File: config.mk
export PLATFORM = sky130hd
export DESIGN_NAME = pet_stats_engine
export DESIGN_NICKNAME = d
export VERILOG_FILES = /design/src/rtl/pet_pkg.sv /design/src/rtl/pet_tick_gen.sv /design/src/rtl/pet_stats_engine.sv
export SDC_FILE = /design/constraint.sdc
export NUM_CORES = 1
export LEC_CHECK = 0
export BUFFER_PORTS_ARGS = -buffer_cell sky130_fd_sc_hd__buf_2
export CAP_MARGIN = 20
export CORE_ASPECT_RATIO = 0.5
export CORE_MARGIN = 2
export CORE_UTILIZATION = 25
export CTS_CLUSTER_DIAMETER = 200
export CTS_CLUSTER_SIZE = 40
export DETAILED_ROUTE_END_ITERATION = 7
export GPL_TIMING_DRIVEN = 1
export SYNTH_ARGS = -nofsm -noshare
export SYNTH_HDL_FRONTEND = slang
export SYNTH_SLANG_ARGS = --single-unit
File: constraint.sdc
create_clock -name clk -period 6.3 [get_ports clk]
set_input_delay 0.945 -clock clk [delete_from_list [all_inputs] [get_ports clk]]
set_output_delay 0.945 -clock clk [all_outputs]
set_load 0.005 [all_outputs]
File: src/rtl/pet_pkg.sv
// Shared types for the pet stats engine: life-cycle states and the command byte map.
// Command bytes select which stat a care action lowers; 'r' revives a dead pet.
package pet_pkg;

    typedef enum logic [1:0] {
        PET_ALIVE = 2'd0,
        PET_SICK  = 2'd1,
        PET_DEAD  = 2'd2
    } pet_state_t;

    localparam logic [7:0] CMD_STAT0  = 8'h65;  // 'e'
    localparam logic [7:0] CMD_STAT1  = 8'h73;  // 's'
    localparam logic [7:0] CMD_STAT2  = 8'h68;  // 'h'
    localparam logic [7:0] CMD_STAT3  = 8'h77;  // 'w'
    localparam logic [7:0] CMD_STAT4  = 8'h7A;  // 'z'
    localparam logic [7:0] CMD_STAT5  = 8'h70;  // 'p'
    localparam logic [7:0] CMD_STAT6  = 8'h66;  // 'f'
    localparam logic [7:0] CMD_STAT7  = 8'h67;  // 'g'
    localparam logic [7:0] CMD_REVIVE = 8'h72;  // 'r'

    typedef struct packed {
        logic       valid;
        logic [2:0] idx;
    } cmd_map_t;

    function automatic cmd_map_t cmd_to_stat(input logic [7:0] b);
        cmd_map_t m;
        m.valid = 1'b1;
        m.idx   = 3'd0;
        case (b)
            CMD_STAT0: m.idx = 3'd0;
            CMD_STAT1: m.idx = 3'd1;
            CMD_STAT2: m.idx = 3'd2;
            CMD_STAT3: m.idx = 3'd3;
            CMD_STAT4: m.idx = 3'd4;
            CMD_STAT5: m.idx = 3'd5;
            CMD_STAT6: m.idx = 3'd6;
            CMD_STAT7: m.idx = 3'd7;
            default:   m.valid = 1'b0;
        endcase
        return m;
    endfunction

endpackage

File: src/rtl/pet_tick_gen.sv
// Aging tick generator: tick is high during the last cycle of every TICK_CYCLES period,
// and second flips on that edge to drive the renderer's animation phase.
module pet_tick_gen #(
    parameter int TICK_CYCLES = 27000000
) (
    input  logic clk,
    input  logic reset_n,
    output logic tick,
    output logic second
);

    localparam int CW = (TICK_CYCLES > 1) ? $clog2(TICK_CYCLES) : 1;
    localparam logic [CW-1:0] LAST = CW'(TICK_CYCLES - 1);

    logic [CW-1:0] count;

    assign tick = (count == LAST);

    always_ff @(posedge clk or negedge reset_n) begin
        if (!reset_n) begin
            count  <= '0;
            second <= 1'b0;
        end else if (tick) begin
            count  <= '0;
            second <= ~second;
        end else begin
            count  <= count + 1'b1;
        end
    end

endmodule

File: src/rtl/pet_stats_engine.sv
// Pet stats engine: NUM_STATS saturating stats aged by tick/random and lowered by UART commands,
// with an ALIVE/SICK/DEAD life cycle. Optional command lockout: PET_STATS_CMD_COOLDOWN_EN.
//   state     | meaning
//   PET_ALIVE | healthy, no stat at MAX
//   PET_SICK  | some stat at MAX; sick_cnt counts consecutive sick ticks
//   PET_DEAD  | stats frozen, only revive accepted
module pet_stats_engine
    import pet_pkg::*;
#(
    parameter int NUM_STATS      = 6,
    parameter int STAT_W         = 4,
    parameter int TICK_CYCLES    = 27000000,
    parameter int SICK_LIMIT     = 10,
    parameter int COOLDOWN_TICKS = 2
) (
    input  logic                        clk,
    input  logic                        reset_n,
    input  logic [7:0]                  cmd_data,
    input  logic                        cmd_valid,
    input  logic [7:0]                  random,
    output logic                        second,
    output logic [NUM_STATS*STAT_W-1:0] stats,
    output logic [NUM_STATS-1:0]        critical,
    output logic [1:0]                  pet_state,
    output logic                        cmd_ack
);

    localparam logic [STAT_W-1:0] STAT_MAX = '1;

    logic                        tick;
    pet_state_t                  state_q;
    logic [7:0]                  sick_cnt;
    logic [NUM_STATS*STAT_W-1:0] stats_d;
    logic [NUM_STATS-1:0]        crit_d;
    cmd_map_t                    cmd_map;
    logic                        cool_block;
    logic                        stat_cmd;
    logic                        revive;
    logic                        age;

    pet_tick_gen #(.TICK_CYCLES(TICK_CYCLES)) u_tick (
        .clk     (clk),
        .reset_n (reset_n),
        .tick    (tick),
        .second  (second)
    );

    assign cmd_map  = cmd_to_stat(cmd_data);
    assign revive   = cmd_valid && (cmd_data == CMD_REVIVE) && (state_q == PET_DEAD);
    assign stat_cmd = cmd_valid && cmd_map.valid && ({1'b0, cmd_map.idx} < 4'(NUM_STATS))
                      && (state_q != PET_DEAD) && !cool_block;
    assign age      = tick && (state_q != PET_DEAD) && ({1'b0, random[2:0]} < 4'(NUM_STATS));

    // Aging and a command on the same stat cancel, so MAX and 0 stay put in that case.
    for (genvar i = 0; i < NUM_STATS; i++) begin : g_stat
        logic              inc;
        logic              dec;
        logic [STAT_W-1:0] cur;
        assign cur = stats[i*STAT_W +: STAT_W];
        assign inc = age && (random[2:0] == 3'(i));
        assign dec = stat_cmd && (cmd_map.idx == 3'(i));
        assign stats_d[i*STAT_W +: STAT_W] =
            revive                                ? '0 :
            (inc && !dec && (cur != STAT_MAX))    ? cur + 1'b1 :
            (dec && !inc && (cur != '0))          ? cur - 1'b1 : cur;
        assign crit_d[i]   = (stats_d[i*STAT_W +: STAT_W] == STAT_MAX);
        assign critical[i] = (cur == STAT_MAX);
    end

`ifdef PET_STATS_CMD_COOLDOWN_EN
    logic [7:0] cool_cnt;
    logic       unused_bits;
    assign cool_block  = (cool_cnt != 8'd0);
    assign unused_bits = ^random[7:3];

    always_ff @(posedge clk or negedge reset_n) begin
        if (!reset_n) begin
            cool_cnt <= 8'd0;
        end else if (revive) begin
            cool_cnt <= 8'd0;
        end else if (stat_cmd) begin
            cool_cnt <= 8'(COOLDOWN_TICKS);
        end else if (tick && cool_block) begin
            cool_cnt <= cool_cnt - 8'd1;
        end
    end
`else
    logic unused_bits;
    assign cool_block  = 1'b0;
    assign unused_bits = ^{random[7:3], 32'(COOLDOWN_TICKS)};
`endif

    assign pet_state = state_q;

    // Life cycle is judged on the stats as they will be after this cycle's update.
    always_ff @(posedge clk or negedge reset_n) begin
        if (!reset_n) begin
            stats    <= '0;
            state_q  <= PET_ALIVE;
            sick_cnt <= 8'd0;
            cmd_ack  <= 1'b0;
        end else begin
            stats   <= stats_d;
            cmd_ack <= stat_cmd || revive;
            if (revive) begin
                state_q  <= PET_ALIVE;
                sick_cnt <= 8'd0;
            end else if (tick) begin
                case (state_q)
                    PET_ALIVE: begin
                        if (|crit_d) begin
                            state_q  <= PET_SICK;
                            sick_cnt <= 8'd1;
                        end
                    end
                    PET_SICK: begin
                        if (!(|crit_d)) begin
                            state_q  <= PET_ALIVE;
                            sick_cnt <= 8'd0;
                        end else begin
                            sick_cnt <= sick_cnt + 8'd1;
                            if ((sick_cnt + 8'd1) >= 8'(SICK_LIMIT)) begin
                                state_q <= PET_DEAD;
                            end
                        end
                    end
                    default: ;
                endcase
            end
        end
    end

endmodule

==> Flow_metrics.wiki, run 1 <==
{| class="wikitable"
! Metric !! Value
|-
| Status || completed
|-
| Predominant post-synthesis flop cell || sky130_fd_sc_hd__dfrtp_1
|-
| Reg2Reg Launch Point || pet_state[0]
|-
| Number of violations of the max-capacitance limit || 0
|-
| Sum of routed wire length over all layers || 11900 µm
|-
| Number of antenna cells inserted || 0
|-
| CP Depth || 10
|-
| Fin crit share || 0.584
|-
| Post-CTS Setup Bufs || 0
|-
| Launch point of the worst hold path || u_tick.second
|-
| End of the worst register-to-register path || sick_cnt[7]
|-
| Number of cell instances on the worst register-to-register path || 9
|-
| Critical path, cell by cell || buf_2, nor4bb_1, and4_1, nor4_1, o21ai_0, nand2_1, o211ai_2, nand4_2, o32a_4, o22ai_1
|-
| Total number of vias || 4189
|-
| Worst hold-check slack || 0.470 ns
|-
| Clock transition at path regs || 0.05 ns
|-
| CTS tree || built
|-
| Count of input and output buffers || 47
|-
| Cts hold-fix bufs || 0
|-
| Achievable clock frequency || 0.272 GHz
|-
| TritonCTS Sinks || 61
|-
| Core box area || 17700 µm²
|-
| Vertical die dimension || 99.8 µm
|-
| Arrival time worst endpoint || 3.92 ns
|-
| Critical path buffer and inverter count || 1
|-
| Largest driver fanout on the critical path || 21
|-
| Number of global-route vias before repair || 4061
|-
| Worst-Margin Slew || 0.988 ns
|-
| Peak supply drop || 0.109 mV
|-
| Count of placed standard cells in the final layout, fillers left out || 819
|-
| Post-Synthesis Cells || 537
|-
| Min cycle time layout || 3.68 ns
|-
| Type of element launching the critical path || input pin
|-
| Clock latency at the later pin of the worst-skew pair || 0.33 ns
|-
| Synth top area cells || sky130_fd_sc_hd__dfrtp_1, sky130_fd_sc_hd__nor2_1, sky130_fd_sc_hd__ha_1
|-
| Die area || 19500 µm²
|-
| Leading area contributor after synthesis || sky130_fd_sc_hd__dfrtp_1
|-
| Area of combinational cells with multiple inputs || 2840 µm²
|-
| Die W || 196 µm
|-
| Post-synthesis sequential area ratio || 0.333
|-
| Cell depth of the worst hold path || 1
|-
| Post-CTS resize count || 0
|-
| Post-Synthesis Net Count || 571
|-
| Fin nets || 614
|-
| Top delay family on crit path || simple AND/OR/NAND/NOR gates
|-
| Ys async rst share || 1.00
|-
| Synthesis-stage register bit count || 61
|-
| Number of buffers added by the clock tree synthesis step || 9
|-
| Clock Path Buffers || 2
|-
| Filler instances || 1835
|-
| Number of failing hold endpoints at the final stage || 0
|-
| Mean post-synth cell area || 8.55 µm²
|-
| Power share of the sequential group || 0.406
|-
| Number of antenna violations at the first check in global routing || 0
|-
| Cell with the most instances after synthesis || sky130_fd_sc_hd__dfrtp_1
|-
| 1st-iter DRT viols || 185
|-
| Required time of the critical path || 6.54 ns
|-
| Power share of the combinational group || 0.105
|-
| Area growth syn-to-layout || 16.6%
|-
| Leakage component of the power || 2.42 nW
|-
| Final TNS setup || 0 ns
|-
| Effective utilization at floorplan || 0.260
|-
| Count of final max-slew check failures || 0
|-
| Top-area cell type share of the netlist area || 0.333
|-
| Net load switching power || 0.000276 W
|-
| Number of synthesized flops with an enable pin || 0
|-
| Internal power || 0.000765 W
|-
| Setup violations, final || 0
|-
| Post-synthesis cell type count || 70
|-
| Delay of the slowest critical-path stage || 0.92 ns
|-
| Hold WC Path Type || flop to flop
|-
| Endpoint, Worst Hold || u_tick.second
|-
| GRT overflow || 0
|-
| WL per Instance || 14.6 µm
|-
| Flop-to-flop setup slack || 2.81 ns
|-
| Post-placement cell count || 803
|-
| Synthesized cell area || 4590 µm²
|-
| Detail-routed via count per cell || 5.11
|-
| Buffer type at the clock tree root || sky130_fd_sc_hd__clkbuf_16
|-
| Endpoint class of the critical path || flop
|-
| Number of levels the H-tree was split into || 3
|-
| Net switching fraction of the power || 0.265
|-
| Cell with the largest stage delay on the worst path || sky130_fd_sc_hd__and4_1
|-
| Number of design rule violations left after detail routing || 0
|-
| Iteration count of the initial detailed-routing pass || 5
|-
| I/O pin total || 53
|-
| Rel. slew slack || 0.341
|-
| Flip-flop and latch area || 1530 µm²
|-
| Total half-perimeter wirelength after legalization and detailed placement || 8620 µm
|-
| Total power || 0.00104 W
|-
| GRT Overall Usage || 0.125
|-
| Worst Path Class, Setup || input pin to flop
|-
| First-pass GRT wire length || 19700 µm
|-
| Ratio of cells with drive above 1 in the final layout || 0.156
|-
| Number of placement rows || 34
|-
| Post-detailed-route count of antenna-violating nets || 0
|-
| Setup skew after layout || 0.00697 ns
|-
| Setup repair after global routing missed its margin || false
|-
| Top post-synthesis cells by count || sky130_fd_sc_hd__dfrtp_1, sky130_fd_sc_hd__nor2_1, sky130_fd_sc_hd__nand2_1
|-
| RD Place Congestion || 0.828
|-
| Power share of the clock group || 0.488
|-
| Pin count of the biggest net entering global routing || 62
|-
| Count of synthesis-stage warnings from yosys || 0
|-
| Power Density || 195 nW/µm²
|}
-- layout make-up --
class,count,share of cell area
Tap cell,234,0.0547
Timing Repair Buffer,49,0.0468
Inverter,37,0.0260
Clock buffer,11,0.0454
Sequential cell,61,0.285
Multi-Input combinational cell,422,0.531
Clock inverter,5,0.0110
-- worst max-delay path by stage --
stage                     slack [ns]           to         from
after floorplan                 3.07  sick_cnt[6]  cmd_data[5]
after global placement          2.34  sick_cnt[7]  cmd_data[4]
after detailed placement        2.34  sick_cnt[7]  cmd_data[0]
after CTS                       2.67  sick_cnt[7]  cmd_data[0]
after global routing            2.44  sick_cnt[7]  cmd_data[4]
final                           2.62  sick_cnt[7]  cmd_data[4]
-- layout by cell type, fill, tap and decap left out, types with 3 or more instances in the layout --
cell	count
sky130_fd_sc_hd__a211oi_1	5
sky130_fd_sc_hd__a21oi_1	15
sky130_fd_sc_hd__a311oi_1	3
sky130_fd_sc_hd__a31oi_1	4
sky130_fd_sc_hd__and2_1	11
sky130_fd_sc_hd__and3_1	15
sky130_fd_sc_hd__and4_1	13
sky130_fd_sc_hd__buf_2	47
sky130_fd_sc_hd__clkbuf_16	9
sky130_fd_sc_hd__dfrtp_1	61
sky130_fd_sc_hd__ha_1	15
sky130_fd_sc_hd__inv_1	37
sky130_fd_sc_hd__mux2i_1	7
sky130_fd_sc_hd__nand2_1	38
sky130_fd_sc_hd__nand2b_1	4
sky130_fd_sc_hd__nand3_1	34
sky130_fd_sc_hd__nand3b_1	6
sky130_fd_sc_hd__nand4_1	17
sky130_fd_sc_hd__nand4_2	5
sky130_fd_sc_hd__nand4b_1	5
sky130_fd_sc_hd__nor2_1	59
sky130_fd_sc_hd__nor3_1	17
sky130_fd_sc_hd__nor4_1	9
sky130_fd_sc_hd__nor4_2	3
sky130_fd_sc_hd__nor4b_1	5
sky130_fd_sc_hd__o21ai_0	19
sky130_fd_sc_hd__o21ai_1	8
sky130_fd_sc_hd__o221ai_1	5
sky130_fd_sc_hd__o22ai_1	6
sky130_fd_sc_hd__o31ai_1	5
sky130_fd_sc_hd__o32ai_1	3
sky130_fd_sc_hd__or2_2	3
sky130_fd_sc_hd__or3_1	5
sky130_fd_sc_hd__or4_1	3
sky130_fd_sc_hd__xnor2_1	19
sky130_fd_sc_hd__xor2_1	16
-- metrics by stage --
step                setup slack, ns  cell area (µm²)   util
floorplan                      3.07             4590      -
global placement               2.34             5050  0.286
detailed placement             2.34             5050  0.286
CTS                            2.67             5350  0.303
global route                   2.44             5350  0.303
finish                         2.62             5350  0.303
-- worst register-to-register path: cells and delay by family (launching register included) --
family           cells  cell delay (ns)
AO/OA/AOI/OAI        4             0.96
AND/OR/NAND/NOR      5             2.03
flip-flops           1             0.41
-- logic make-up (layout without fill, tap and decap cells) --
| family | Yosys count | in the layout | share of synthesized area |
|---|---|---|---|
| AND/OR/NAND/NOR | 273 | 273 | 0.357 |
| multiplexers | 8 | 8 | 0.0177 |
| buffers and inverters | 54 | 102 | 0.0485 |
| XOR/XNOR | 35 | 35 | 0.0668 |
| AO/OA/AOI/OAI | 91 | 91 | 0.136 |
| adder cells (fa/ha/maj) | 15 | 15 | 0.0409 |
| flip-flops | 61 | 61 | 0.333 |
-- registers in the layout, summed over array words and instances (netlist names) --
register,count
pet_state,2
cmd_ack,1
u_tick.second,1
stats,24
sick_cnt,8
u_tick.count,25
-- per-layer routing --
layer / wire length [µm] / up-vias / GRT usage
li1: - / 2064 / -
met1: 5500 / 2016 / 0.155
met2: 5710 / 84 / 0.208
met3: 401 / 25 / 0.0232
met4: 309 / 0 / 0.0705
met5: 0 / - / 0
-- power by group through the flow --
stage / logic (W) / clock network (W) / registers (W)
2_1_floorplan: 0.0000681 / 0 / 0.000426
3_5_place_dp: 0.000110 / 0 / 0.000430
5_1_grt: 0.000125 / 0.000533 / 0.000426
3_3_place_gp: 0.000107 / 0 / 0.000429
4_1_cts: 0.000110 / 0.000519 / 0.000423
6_report: 0.000110 / 0.000508 / 0.000423
Power figures use the tool's default switching activity.
==> run 2, diff against run 1 <==
--- a/config.mk
+++ b/config.mk
@@ -5,6 +5,7 @@
 export SDC_FILE = /design/constraint.sdc
 export NUM_CORES = 1
 export LEC_CHECK = 0
+export ABC_AREA = 1
 export BUFFER_PORTS_ARGS = -buffer_cell sky130_fd_sc_hd__buf_2
 export CAP_MARGIN = 20
 export CORE_ASPECT_RATIO = 0.5
==> constraint.sdc (replaced) <==
create_clock -name clk -period 3.3 [get_ports clk]
set_input_delay 0.495 -clock clk [delete_from_list [all_inputs] [get_ports clk]]
set_output_delay 0.495 -clock clk [all_outputs]
set_load 0.005 [all_outputs]
==> run 2 against run 1 <==
Wire length increased by 3.8%; clock skew rose by 0.0010 ns; worst hold slack worse by 0.21 ns; power up 83%; die area rose by 8.6%; combinational power increased by 58%; core utilization is 0.13 points lower; non-clock buffer count increased by 4; critical path type is now flop to flop; area after synthesis is 8.8% higher; largest power group unchanged.
==> Flow_metrics.wiki, run 2 <==
{| class="wikitable"
! Metric !! Value
|-
| Peak supply drop || 0.157 mV (+45%)
|-
| RD Place Congestion || 0.823 (-0.65%)
|-
| Count of synthesis-stage warnings from yosys || 0 (unchanged)
|-
| Synth Area in Simple Gates || 0.440 (+0.0827)
|-
| Synth Area in XOR/XNOR || 0.0544 (-0.0124)
|-
| Largest driver fanout on the critical path || 9 (-57%)
|-
| Worst hold-check slack || 0.261 ns (-0.210 ns)
|-
| Die area || 21200 µm² (+8.6%)
|-
| Post-Synthesis Net Count || 783 (+37%)
|-
| Ys async rst share || 1.00 (unchanged)
|-
| Pin count of the biggest net entering global routing || 35 (-44%)
|-
| CTS tree || built
|-
| Leading area contributor after synthesis || sky130_fd_sc_hd__dfrtp_1
|-
| 1st-iter DRT viols || 316 (+71%)
|-
| Cts hold-fix bufs || 0 (unchanged)
|-
| Number of placement rows || 36 (+5.9%)
|-
| Hold WC Path Type || input pin to asynchronous set/reset pin
|-
| Number of failing hold endpoints at the final stage || 0 (unchanged)
|-
| Buffer type at the clock tree root || sky130_fd_sc_hd__clkbuf_16
|-
| Ratio of cells with drive above 1 in the final layout || 0.157 (+0.00150)
|-
| Power Density || 323 nW/µm² (+66%)
|-
| Largest register FFs || 25 (unchanged)
|-
| Rel. slew slack || 0.433 (+0.0918)
|-
| Worst Path Class, Setup || flop to flop
|-
| Synthesis-stage register bit count || 61 (unchanged)
|-
| Number of design rule violations left after detail routing || 0 (unchanged)
|-
| Area after DPL || 5590 µm² (+11%)
|-
| Most common cell after layout, fill and taps aside || sky130_fd_sc_hd__nand2_1
|-
| Sum of routed wire length over all layers || 12400 µm (+3.8%)
|-
| Leakage component of the power || 3.06 nW (+27%)
|-
| Post-detailed-route count of antenna-violating nets || 0 (unchanged)
|-
| Highest-count cells in the layout ignoring fill and taps || sky130_fd_sc_hd__nand2_1, sky130_fd_sc_hd__inv_1, sky130_fd_sc_hd__nor2_1
|-
| Adder-cell area share of the yosys netlist || 0.0376 (-0.00332)
|-
| Achievable clock frequency || 0.344 GHz
|-
| Arrival time worst endpoint || 3.14 ns (-0.78 ns)
|-
| Status || completed
|-
| Die W || 204 µm (+4.2%)
|-
| Clock Path Buffers || 2 (unchanged)
|-
| Biggest registers after layout || u_tick.count (25), stats (24), sick_cnt (8)
|-
| Biggest register || u_tick.count
|-
| Iteration count of the initial detailed-routing pass || 4 (-1)
|-
| WL per Instance || 11.4 µm (-21%)
|-
| Count of placed standard cells in the final layout, fillers left out || 1081 (+32%)
|-
| TritonCTS Sinks || 61 (unchanged)
|-
| Effective utilization at floorplan || 0.256 (-0.00386)
|-
| Fin crit share || 0.881
|-
| Final TNS setup || 0 ns (unchanged)
|-
| Final Instance Area || 5890 µm² (+10%)
|-
| Number of global-route vias before repair || 4703 (+16%)
|-
| Post-Synthesis Cells || 749 (+39%)
|-
| Number of antenna cells inserted || 0 (unchanged)
|-
| Top-area cell type share of the netlist area || 0.306 (-0.0270)
|-
| Number of buffers added by the clock tree synthesis step || 9 (unchanged)
|-
| Type of element launching the critical path || flop
|-
| Total number of vias || 4793 (+14%)
|-
| Number of synthesized flops with an enable pin || 0 (unchanged)
|-
| Post-synthesis sequential area ratio || 0.306 (-0.0270)
|-
| Top post-synthesis cells by count || sky130_fd_sc_hd__nand2_1, sky130_fd_sc_hd__inv_1, sky130_fd_sc_hd__nor2_1
|-
| Total half-perimeter wirelength after legalization and detailed placement || 9700 µm (+12%)
|-
| Setup violations, final || 0 (unchanged)
|-
| GRT Overall Usage || 0.126 (+0.00100)
|-
| Synth top area cells || sky130_fd_sc_hd__dfrtp_1, sky130_fd_sc_hd__nand2_1, sky130_fd_sc_hd__inv_1
|-
| Area growth syn-to-layout || 17.8%
|-
| First-pass GRT wire length || 21900 µm (+11%)
|-
| Worst-Margin Slew || 0.850 ns (-0.138 ns)
|-
| Endpoint class of the critical path || flop
|-
| Required time of the critical path || 3.54 ns (-3.00 ns)
|-
| Detail-routed via count per cell || 4.43 (-13%)
|-
| Vertical die dimension || 104 µm (+4.2%)
|-
| Finished Core Util || 0.302 (-0.00128)
|-
| Number of levels the H-tree was split into || 3 (unchanged)
|-
| Post-synthesis cell type count || 34 (-51%)
|-
| Count of input and output buffers || 47 (unchanged)
|-
| Setup skew after layout || 0.00796 ns (+0.000998 ns)
|-
| Share of synthesized area spent on multiplexers || 0 (-0.0177)
|-
| Number of antenna violations at the first check in global routing || 0 (unchanged)
|-
| Number of violations of the max-capacitance limit || 0 (unchanged)
|-
| I/O pin total || 53 (unchanged)
|-
| Mean post-synth cell area || 6.67 µm² (-22%)
|-
| Cell with the most instances after synthesis || sky130_fd_sc_hd__nand2_1
|-
| Setup repair after global routing missed its margin || false
|-
| Post-placement cell count || 1065 (+33%)
|-
| Clock transition at path regs || 0.06 ns (about the same)
|-
| Clock latency at the later pin of the worst-skew pair || 0.34 ns (about the same)
|-
| Core box area || 19500 µm² (+10%)
|-
| Fin nets || 844 (+37%)
|-
| Predominant post-synthesis flop cell || sky130_fd_sc_hd__dfrtp_1
|-
| Count of final max-slew check failures || 0 (unchanged)
|-
| Fraction of the mapped netlist area in compound gates || 0.0498 (-0.0865)
|-
| Synthesized cell area || 4990 µm² (+8.8%)
|-
| Min cycle time layout || 2.91 ns
|-
| GRT overflow || 0 (unchanged)
|-
| Number of cell instances on the worst register-to-register path || 22 (+13)
|-
| Combinational family with the most area after synthesis || simple AND/OR/NAND/NOR gates
|}
run 2: cell types whose count changed after synthesis, sizes merged, moves of 8 or more:
cell / before / now
nand3: 34 / 80
nor2: 59 / 111
nor4: 12 / 3
inv: 37 / 142
and3: 15 / 0
o21ai: 27 / 19
nor3: 18 / 26
nor4b: 8 / 0
nand2: 38 / 189
xnor2: 19 / 8
and2: 11 / 0
and4: 13 / 0
nand4: 23 / 33
run 2: worst paths after layout:
| kind | startpoint | endpoint | slack, ns |
|---|---|---|---|
| max | u_tick.count[0] | sick_cnt[1] | 0.39 |
| min | reset_n | sick_cnt[7] | 0.26 |
| max in group asynchronous | reset_n | stats[17] | 2.30 |
| max reg2reg | u_tick.count[0] | sick_cnt[1] | 0.39 |
| min in group clk | u_tick.count[0] | u_tick.count[0] | 0.47 |
| min reg2reg | u_tick.count[0] | u_tick.count[0] | 0.47 |
run 2: worst max-delay path, cell delays in order (launching register included):
cell	delay, ns
sky130_fd_sc_hd__dfrtp_1	0.37
sky130_fd_sc_hd__ha_1	0.18
sky130_fd_sc_hd__nand2_1	0.08
sky130_fd_sc_hd__inv_1	0.08
sky130_fd_sc_hd__nand2_1	0.05
sky130_fd_sc_hd__nor2_1	0.15
sky130_fd_sc_hd__nand2_2	0.09
sky130_fd_sc_hd__nor2_4	0.20
sky130_fd_sc_hd__nand4_1	0.30
sky130_fd_sc_hd__nand3_2	0.22
sky130_fd_sc_hd__nand2_1	0.06
sky130_fd_sc_hd__nand2_1	0.06
sky130_fd_sc_hd__nand2_1	0.05
sky130_fd_sc_hd__nand3_1	0.08
sky130_fd_sc_hd__nor2_1	0.06
sky130_fd_sc_hd__nand2_1	0.05
sky130_fd_sc_hd__nand2_1	0.05
sky130_fd_sc_hd__nor2_2	0.21
sky130_fd_sc_hd__nand3_4	0.13
sky130_fd_sc_hd__nand2_4	0.15
sky130_fd_sc_hd__nor2_4	0.07
sky130_fd_sc_hd__nand2_1	0.06
sky130_fd_sc_hd__nand2_1	0.05
run 2: power by group:
group / internal [W] / switching [W] / leakage [nW] / total, W
registers: 0.000758 / 0.0000125 / 0.745 / 0.000770
clock network: 0.000603 / 0.000353 / 0.143 / 0.000956
logic: 0.0000581 / 0.000116 / 2.17 / 0.000174
run 2: logic make-up (layout without fill, tap and decap cells):
family	count (synthesis)	count (layout)
AO/OA/AOI/OAI	45	45
XOR/XNOR	31	31
adder cells (fa/ha/maj)	15	15
buffers and inverters	148	214
flip-flops	61	61
AND/OR/NAND/NOR	449	449
run 2: per-stage QoR:
step	worst slack (ns)	total power (W)
after detailed placement	0.296	0.000958
after CTS	0.344	0.00193
after global routing	0.0176	0.00198
final	0.391	0.00190
after global placement	0.322	0.000953
after floorplan	0.843	0.000884
run 2: final cells by class:
| class | instances | area (µm²) |
|---|---|---|
| fillers | 2130 | 13600 |
| repair buffers | 53 | 280 |
| flip-flops and latches | 61 | 1530 |
| clock inverters | 4 | 47.5 |
| multi-input cells | 540 | 2910 |
| well taps | 266 | 333 |
| clock buffers | 12 | 246 |
| inverters | 145 | 544 |
run 2: routing by layer:
layer | part of all wire | wire (µm) | global-route usage
met5 | 0 | 0 | 0
met4 | 0.015 | 183 | 0.0360
met3 | 0.028 | 345 | 0.0269
met2 | 0.46 | 5710 | 0.214
met1 | 0.50 | 6140 | 0.161
run 2: what timing repair did:
| action | in CTS | in global routing |
|---|---|---|
| resized for setup | 0 | 1 |
| buffers inserted | 0 | 0 |
| endpoints found under the setup margin | 0 | 6 |
==> run 3, diff against run 2 <==
==> constraint.sdc (replaced) <==
create_clock -name clk -period 3.6 [get_ports clk]
set_input_delay 0.54 -clock clk [delete_from_list [all_inputs] [get_ports clk]]
set_output_delay 0.54 -clock clk [all_outputs]
set_load 0.005 [all_outputs]
==> run 3 against run 2 <==
Wire length grew 1.2%; global-route usage about the same; clock skew decreased by 0.0038 ns; worst hold slack got worse by 0.12 ns; core utilization down 0.071 points; critical path depth unchanged; clock-buffer cell count up 3; sequential share of layout area increased by 0.061 points; maximum frequency shrank 5.8%.
==> Flow_metrics.wiki, run 3 (synthesis results as in run 2) <==
{| class="wikitable"
! Metric !! Value
|-
| Internal power || 0.00130 W (-8.1%)
|-
| Post-CTS Setup Bufs || 0 (unchanged)
|-
| Finished Core Util || 0.301 (-0.000706)
|-
| Arrival time worst endpoint || 3.32 ns (+0.18 ns)
|-
| Flop-to-flop setup slack || 0.51 ns (+0.12 ns)
|-
| Fin crit share || 0.858 (-0.0236)
|-
| Setup skew after layout || 0.00416 ns (-0.00381 ns)
|-
| Setup repair after global routing missed its margin || false
|-
| Area after DPL || 5570 µm² (-0.27%)
|-
| Cts hold-fix bufs || 0 (unchanged)
|-
| Endpoint class of the critical path || flop
|-
| Hold WC Path Type || input pin to asynchronous set/reset pin
|-
| Number of antenna cells inserted || 0 (unchanged)
|-
| Launch point of the worst path || u_tick.count[0]
|-
| I/O pin total || 53 (unchanged)
|-
| Count of final max-slew check failures || 0 (unchanged)
|-
| Number of violations of the max-capacitance limit || 0 (unchanged)
|-
| TritonCTS Sinks || 61 (unchanged)
|-
| Biggest register || u_tick.count
|-
| GRT overflow || 0 (unchanged)
|-
| Core box area || 19500 µm² (unchanged)
|-
| First-pass GRT wire length || 21800 µm (-0.47%)
|-
| Largest driver fanout on the critical path || 12 (+3)
|-
| Number of design rule violations left after detail routing || 0 (unchanged)
|-
| Worst Path Class, Setup || flop to flop
|-
| Required time of the critical path || 3.84 ns (+0.30 ns)
|-
| Sum of routed wire length over all layers || 12500 µm (+1.2%)
|-
| Total number of vias || 4797 (+0.083%)
|-
| Largest register FFs || 25 (unchanged)
|-
| Place WS || 0.517 ns (+0.222 ns)
|-
| Rel. slew slack || 0.683 (+0.250)
|-
| Achievable clock frequency || 0.324 GHz (-5.8%)
|-
| Number of buffers added by the clock tree synthesis step || 9 (unchanged)
|-
| Die area || 21200 µm² (unchanged)
|-
| Iteration count of the initial detailed-routing pass || 5 (+1)
|-
| Fin nets || 842 (-0.24%)
|-
| Detail-routed via count per cell || 4.45 (+0.36%)
|-
| GRT Overall Usage || 0.126 (-0.000455)
|-
| Ratio of cells with drive above 1 in the final layout || 0.154 (-0.00311)
|-
| Vertical die dimension || 104 µm (unchanged)
|-
| Clock latency at the later pin of the worst-skew pair || 0.34 ns (about the same)
|-
| Die W || 204 µm (unchanged)
|-
| Worst-Margin Slew || 0.471 ns (-0.379 ns)
|-
| Buffer type at the clock tree root || sky130_fd_sc_hd__clkbuf_16
|-
| Number of levels the H-tree was split into || 3 (unchanged)
|-
| Number of antenna violations at the first check in global routing || 0 (unchanged)
|-
| Power share of the clock group || 0.503 (about the same)
|-
| CTS tree || built
|-
| End of the worst register-to-register path || pet_state[0]
|-
| Worst Setup EP || pet_state[0]
|-
| Power share of the combinational group || 0.091 (about the same)
|-
| Power share of the sequential group || 0.406 (about the same)
|-
| Leakage component of the power || 3.06 nW (-0.15%)
|-
| Clock Path Buffers || 2 (unchanged)
|-
| Count of input and output buffers || 47 (unchanged)
|-
| Setup violations, final || 0 (unchanged)
|-
| Area growth syn-to-layout || 17.6%
|-
| Total half-perimeter wirelength after legalization and detailed placement || 9720 µm (+0.25%)
|-
| Post-CTS resize count || 0 (unchanged)
|-
| Highest-count cells in the layout ignoring fill and taps || sky130_fd_sc_hd__nand2_1, sky130_fd_sc_hd__inv_1, sky130_fd_sc_hd__nor2_1
|-
| Net load switching power || 0.000435 W (-9.8%)
|-
| Biggest registers after layout || u_tick.count (25), stats (24), sick_cnt (8)
|-
| Peak supply drop || 0.159 mV (+1.1%)
|-
| Power Density || 296 nW/µm² (-8.3%)
|-
| Final Instance Area || 5870 µm² (-0.23%)
|-
| Clock transition at path regs || 0.05 ns (about the same)
|-
| Min cycle time layout || 3.09 ns (+0.180 ns)
|-
| Number of placement rows || 36 (unchanged)
|-
| Number of global-route vias before repair || 4643 (-1.3%)
|-
| RD Place Congestion || 0.846 (+2.8%)
|-
| Slack of the critical path || 0.512 ns (+0.120 ns)
|-
| Post-detailed-route count of antenna-violating nets || 0 (unchanged)
|-
| Type of element launching the critical path || flop
|-
| Pin count of the biggest net entering global routing || 25 (-29%)
|-
| Most common cell after layout, fill and taps aside || sky130_fd_sc_hd__nand2_1
|-
| Final TNS setup || 0 ns (unchanged)
|-
| Status || completed
|-
| Effective utilization at floorplan || 0.256 (unchanged)
|-
| Reg2Reg Launch Point || u_tick.count[0]
|-
| 1st-iter DRT viols || 331 (+4.7%)
|-
| WL per Instance || 11.6 µm (+1.5%)
|-
| Number of failing hold endpoints at the final stage || 0 (unchanged)
|-
| Number of cell instances on the worst register-to-register path || 22 (unchanged)
|-
| Net switching fraction of the power || 0.250 (-0.00357)
|}
-- run 3: changes by cell type in the layout (fill, tap and decap cells not counted), sizes merged --
| cell | change |
|---|---|
| bufinv | -1 |
| clkinv | -2 |
| clkinvlp | -1 |
| clkbuf | +3 |
| buf | -2 |
-- run 3: final cells by class --
class	count	area, µm²
clock buffers	15	298
multi-input cells	540	2910
fillers	2116	13600
inverters	145	544
repair buffers	51	265
flip-flops and latches	61	1530
well taps	266	333
-- run 3: how the worst min path moves through the flow --
stage,start,end,slack [ns],depth (start not counted)
2_1_floorplan,reset_n,cmd_ack,0.24,0
6_report,reset_n,u_tick.count[20],0.14,1
3_3_place_gp,u_tick.count[0],u_tick.count[0],0.45,1
3_5_place_dp,u_tick.second,u_tick.second,0.45,1
4_1_cts,reset_n,u_tick.count[15],0.16,1
5_1_grt,reset_n,u_tick.count[15],0.18,1
-- run 3: metal layers --
| layer | GRT usage | vias to the layer above | share of wire |
|---|---|---|---|
| met2 | 0.205 | 76 | 0.46 |
| met3 | 0.0279 | 15 | 0.035 |
| met4 | 0.0370 | 0 | 0.013 |
| li1 | - | 2496 | - |
| met5 | 0 | - | 0 |
| met1 | 0.166 | 2210 | 0.50 |
-- run 3: critical path, cell delays in order, from the launching register on --
cell	delay, ns
sky130_fd_sc_hd__dfrtp_1	0.37
sky130_fd_sc_hd__ha_1	0.17
sky130_fd_sc_hd__nand2_1	0.07
sky130_fd_sc_hd__inv_1	0.08
sky130_fd_sc_hd__nand2_1	0.05
sky130_fd_sc_hd__nor2_1	0.16
sky130_fd_sc_hd__nand2_2	0.10
sky130_fd_sc_hd__nor2_4	0.30
sky130_fd_sc_hd__nand4_1	0.36
sky130_fd_sc_hd__nand3_2	0.22
sky130_fd_sc_hd__nand2_1	0.08
sky130_fd_sc_hd__nand2_1	0.07
sky130_fd_sc_hd__nand2_1	0.05
sky130_fd_sc_hd__nand3_1	0.08
sky130_fd_sc_hd__nor2_1	0.06
sky130_fd_sc_hd__nand2_1	0.06
sky130_fd_sc_hd__nand2_1	0.05
sky130_fd_sc_hd__nor2_2	0.20
sky130_fd_sc_hd__nand3_4	0.13
sky130_fd_sc_hd__nand2_4	0.14
sky130_fd_sc_hd__nor2_4	0.07
sky130_fd_sc_hd__nand2_1	0.06
sky130_fd_sc_hd__nand2_1	0.05
-- run 3: power groups by stage --
stage,Combinational (W),Sequential [W],Clock [W]
after floorplan,0.0000943,0.000716,0
after global placement,0.000156,0.000718,0
after detailed placement,0.000159,0.000717,0
after CTS,0.000160,0.000705,0.000902
after global routing,0.000180,0.000708,0.000921
final,0.000158,0.000706,0.000875
-- run 3: through the flow --
stage	std cells	hold WS (ns)	power (W)
final	1078	0.143	0.00174
after detailed placement	1063	0.450	0.000877
after floorplan	749	0.244	0.000810
after CTS	1078	0.161	0.00177
after global placement	1063	0.453	0.000873
after global routing	1078	0.182	0.00181
